### src/rtl/bin2bcd_pkg.sv
// Shared definitions for the sequential binary-to-BCD converter: FSM state
// encoding, BCD digit geometry, the add-3 correction constants, and the
// elaboration-time digit-count check.
package bin2bcd_pkg;

  typedef enum logic [1:0] {
    IDLE  = 2'd0,
    SHIFT = 2'd1,
    DONE  = 2'd2
  } state_t;

  localparam int DIGIT_W = 4;

  // A digit at or above this value would exceed 9 after the next doubling,
  // so it gets ADJ_OFFSET added before the shift.
  localparam logic [DIGIT_W-1:0] ADJ_THRESHOLD = 4'd5;
  localparam logic [DIGIT_W-1:0] ADJ_OFFSET    = 4'd3;

  // True when ndig decimal digits can hold the largest nbits-wide operand,
  // i.e. 10^ndig > 2^nbits - 1.
  function automatic bit ndig_fits(input int nbits, input int ndig);
    longint unsigned p10;
    longint unsigned maxv;
    p10  = 64'd1;
    maxv = (64'd1 << nbits) - 64'd1;
    for (int i = 0; i < ndig; i++) begin
      p10 = p10 * 64'd10;
    end
    return (p10 > maxv);
  endfunction

endpackage

### src/rtl/bcd_digit_adj.sv
// Single-digit add-3 correction cell for double-dabble: a digit of 5 or more
// gets 3 added so that the following left shift carries correctly into the
// next decimal digit. Purely combinational.
module bcd_digit_adj
  import bin2bcd_pkg::*;
(
  input  logic [DIGIT_W-1:0] din,
  output logic [DIGIT_W-1:0] dout
);

  // Conditional add-3; inputs are always 0-9 so the sum never wraps.
  always_comb begin
    dout = din;
    if (din >= ADJ_THRESHOLD) begin
      dout = din + ADJ_OFFSET;
    end
  end

endmodule

### src/rtl/bin2bcd_seq.sv
// Sequential binary-to-BCD converter (shift-and-add-3, one bit per clock).
// Accepts an operand through start/ready, shifts NBITS times, then presents
// the packed BCD result with a one-cycle done pulse. The result register holds
// its value between conversions.
// Optional feature: define BIN2BCD_BLANKING_EN to add the registered
// leading-zero mask output `blank`.
module bin2bcd_seq
  import bin2bcd_pkg::*;
#(
  parameter int NBITS = 8,
  parameter int NDIG  = 3
) (
  input  logic                    clk,
  input  logic                    resetn,
  input  logic                    start,
  input  logic [NBITS-1:0]        bin,
  output logic                    ready,
  output logic                    done,
  output logic [DIGIT_W*NDIG-1:0] bcd
`ifdef BIN2BCD_BLANKING_EN
  ,
  output logic [NDIG-1:0]         blank
`endif
);

  localparam int BCD_W = DIGIT_W * NDIG;
  localparam int CNT_W = $clog2(NBITS + 1);
  localparam logic [CNT_W-1:0] CNT_LOAD = CNT_W'(NBITS);
  localparam logic [CNT_W-1:0] CNT_LAST = CNT_W'(1);

  // Reject digit counts that cannot represent the all-ones operand.
  if (!ndig_fits(NBITS, NDIG)) begin : g_ndig_check
    $fatal(1, "bin2bcd_seq: NDIG=%0d cannot hold 2^%0d-1", NDIG, NBITS);
  end

  state_t           state;
  logic [NBITS-1:0] bin_work;
  logic [BCD_W-1:0] bcd_work;
  logic [CNT_W-1:0] cnt;
  logic [BCD_W-1:0] bcd_adj;
  logic [BCD_W-1:0] bcd_next;

  // One correction cell per digit of the working BCD register.
  for (genvar g = 0; g < NDIG; g++) begin : g_digit
    bcd_digit_adj u_adj (
      .din  (bcd_work[g*DIGIT_W +: DIGIT_W]),
      .dout (bcd_adj[g*DIGIT_W +: DIGIT_W])
    );
  end

  // Corrected digits shifted left by one with the binary MSB entering bit 0.
  // The dropped top bit is always zero because NDIG covers the full range.
  assign bcd_next = BCD_W'({bcd_adj, bin_work[NBITS-1]});

`ifdef BIN2BCD_BLANKING_EN
  localparam logic [NDIG-1:0] BLANK_RST = ~NDIG'(1);

  logic [NDIG-1:0] blank_next;
  logic            higher_zero;

  // Leading-zero mask of the result being loaded; digit 0 is never blanked.
  always_comb begin
    blank_next  = '0;
    higher_zero = 1'b1;
    for (int i = NDIG - 1; i >= 1; i--) begin
      higher_zero   = higher_zero && (bcd_next[i*DIGIT_W +: DIGIT_W] == '0);
      blank_next[i] = higher_zero;
    end
  end
`endif

  // Control FSM with counter, working registers and registered outputs.
  always_ff @(posedge clk) begin
    if (!resetn) begin
      state    <= IDLE;
      ready    <= 1'b1;
      done     <= 1'b0;
      bcd      <= '0;
      bin_work <= '0;
      bcd_work <= '0;
      cnt      <= '0;
`ifdef BIN2BCD_BLANKING_EN
      blank    <= BLANK_RST;
`endif
    end else begin
      done <= 1'b0;
      case (state)
        IDLE: begin
          if (start) begin
            bin_work <= bin;
            bcd_work <= '0;
            cnt      <= CNT_LOAD;
            ready    <= 1'b0;
            state    <= SHIFT;
          end
        end
        SHIFT: begin
          bcd_work <= bcd_next;
          bin_work <= bin_work << 1;
          cnt      <= cnt - 1'b1;
          if (cnt == CNT_LAST) begin
            bcd   <= bcd_next;
            done  <= 1'b1;
            state <= DONE;
`ifdef BIN2BCD_BLANKING_EN
            blank <= blank_next;
`endif
          end
        end
        DONE: begin
          ready <= 1'b1;
          state <= IDLE;
        end
        default: begin
          ready <= 1'b1;
          state <= IDLE;
        end
      endcase
    end
  end

endmodule
### config.mk
export PLATFORM = sky130hd
export DESIGN_NAME = bin2bcd_seq
export DESIGN_NICKNAME = d
export VERILOG_FILES = /design/src/rtl/bin2bcd_pkg.sv /design/src/rtl/bcd_digit_adj.sv /design/src/rtl/bin2bcd_seq.sv
export SDC_FILE = /design/constraint.sdc
export NUM_CORES = 1
export LEC_CHECK = 0
export CAP_MARGIN = 5
export CORE_ASPECT_RATIO = 0.8
export CORE_MARGIN = 2
export CORE_UTILIZATION = 30
export DETAILED_ROUTE_END_ITERATION = 6
export HOLD_SLACK_MARGIN = 0.03
export PLACE_DENSITY = 0.49
export SYNTH_ARGS = -nofsm -noshare
export SYNTH_HDL_FRONTEND = slang
export SYNTH_SLANG_ARGS = --single-unit
### constraint.sdc
create_clock -name clk -period 3 [get_ports clk]
set_input_delay 0.6 -clock clk [delete_from_list [all_inputs] [get_ports clk]]
set_output_delay 0.6 -clock clk [all_outputs]
set_load 0.005 [all_outputs]
==> out/metrics.cfg <==
[yosys]
async_flop_share_pct=0
yosys.area.top_type=dfxtp_1
syn_area_um2=1860
yosys.cell_types.count=38
synth_edf_count=0
synth_seq_area_share_pct=43.1
yosysTopAreaCellShare_pct=43.1
ys.flop_type=dfxtp_1
synth_nets=226
yosysMostFrequentCell=dfxtp_1
synth.area.top_cells=dfxtp_1 43%, o21ai_0 7.0%, ha_1 5.4%
ys_seq_elements=40
yosys_warnings=0
syn_inst=207
yosys-top-cells-count=40 x dfxtp_1, 26 x o21ai_0, 18 x a21oi_1, 18 x nand2_1, 12 x nand3_1
avgSynthCellArea_um2=8.98

[clocking]
cts-buffers-inserted=5
ctsRootBufferMaster=clkbuf_8
clk_pin_slew_ns=0.08
ctsResizeCount=0
insertion_delay_ns=0.29
cts_tree=done
clock-sinks=40
post_cts_buffers=0
holdBufCountCts=0
cts.path.max_buffers=2
htreeDepth=2

[global_routing]
grt_pass1_vias=1443
grtUsageTotal_pct=12.7
grt_max_degree=19
grt_pass1_wl_um=6900
antenna_found_initial=0
overflow=0

[critical_path]
crit_type=in -> reg
timing.critical_path.to_type=flop
setup.worst_path.start_class=input pin
path_max_fanout=16
critPathRequiredTime_ns=3.19
critPathArrivalTime_ns=2.00

[drt]
wl_per_cell_um=12.8
dr_wl_met3_um=103
dr_wl_met2_um=1590
avgViaCountPerCell=4.72
drt-met1-wl_um=2290
wl_um=4010
vias=1477
ant_nets=0
first_pass_iters=4
top_layer_used=met4
drcViolationCount=0
drt_iter0_drc=48

[timing]
slew_violations=0
fmax_mhz=551
fin_crit_ns=1.81
relSlewSlack_pct=64.6
post-route-period-util_pct=60.5
finalHoldViolCount=0
tightest_slew_ns=0.530
tns_ns=0
setup_slack_ns=1.19
finalSetupViolCount=0
rsz0062_at_grt=no
fin_skew_ns=0.00595

[die]
die_h_um=74.4
dieWidth_um=92.0
core_area_um2=5940
fp-row-count=25
pin_count=25
start_util_pct=31.3
dieArea_um2=6840

[placed_design]
io_buffers=24
place.gp.congestion=0.730
place_area_um2=2150
dpl.hpwl_um=2820
pre_cts_slack_ns=0.870

[outcome]
status=finished, final reports clean

[finish]
areaGrowthSynthToFinish_pct=21.6
nNetsFinal=250
drive_above_1_share_pct=8.62
diodes=0
final_area_um2=2260

[min_path]
hold_path_class=reg -> reg

[flow_run]
max-cap-violations=0

[power_and_ir_drop]
ir_drop_uv=241
power-per-cell-area_nw_per_um2=502
p_leak_nw=0.840

[sequential cells by signal (all words and copies together), names as in the netlist]
signal    count
state         2
cnt           4
bcd_work     12
bcd          12
done          1
ready         1
bin_work      8
[where the power goes]
part           internal (mW)  total, mW  switching (mW)  leakage, nW
Clock                  0.247      0.440           0.193       0.0552
Combinational         0.0587      0.119          0.0603        0.459
Sequential             0.553      0.575          0.0221        0.326
Total                  0.859       1.13           0.276        0.840
[cell type report]
type	count	area, µm²
well taps	81	101
inverters	12	45.0
clock inverters	2	35.0
clock buffers	6	72.6
flip-flops and latches	40	801
fillers	618	3680
multi-input cells	146	950
repair buffers	26	255
[worst max-delay path, cell delays in order]
cell             delay, ns
clkdlybuf4s50_1       0.57
o21bai_4              0.45
nor4_4                0.05
xor2_1                0.15
o21a_1                0.17
[kinds of logic after synthesis]
group | synth area share (%)
fa+ha+maj | 5.39
xor+xnor | 1.89
buf+inv | 5.79
simple gates | 20.1
mux | 2.90
compound gates | 20.9
flops | 43.1
[layout by cell type, fill, tap and decap left out, drive strengths merged]
cell type	synthesis	routed
buf	6	2
o22ai	10	10
a22oi	2	2
nand2	19	19
xor2	1	1
dfxtp	40	40
inv	11	11
o221ai	1	1
mux2	3	3
nand2b	5	5
and2	3	3
and3	1	1
mux2i	2	2
nand3	12	12
o21bai	1	1
clkinv	1	2
nor3	2	2
o21ai	28	28
nor2b	3	3
ha	8	8
nor2	11	11
clkdlybuf4s50	0	24
bufinv	0	1
nand4bb	1	1
nor3b	5	5
o211a	3	3
o21a	1	1
nor4	1	1
clkbuf	3	6
a21oi	18	18
xnor2	3	3
a21boi	2	2
[layer usage]
metal  vias up  track usage (%)
met5         -                0
met4         0             3.48
met3         2             2.84
met2        19             18.6
met1       684             18.9
li1        772                -
[through the flow]
| stage | hold slack (ns) | util, % | std cells | total power [mW] |
|---|---|---|---|---|
| CTS | 0.478 | 38.0 | 313 | 1.14 |
| global route | 0.500 | 38.0 | 313 | 1.19 |
| detailed placement | 0.462 | 36.2 | 305 | 0.707 |
| finish | 0.474 | 38.0 | 313 | 1.13 |
| global placement | 0.461 | 36.2 | 305 | 0.707 |
| floorplan | 0.443 | - | 207 | 0.667 |
[worst paths after layout]
path | from | end | slack (ns) | depth (start not counted)
max | start | cnt[3] | 1.19 | 5
max reg2reg | bcd_work[4] | bcd[6] | 1.36 | 6
min | ready | ready | 0.47 | 2
min reg2reg | ready | ready | 0.47 | 2
(Power assumes the default switching activity.)
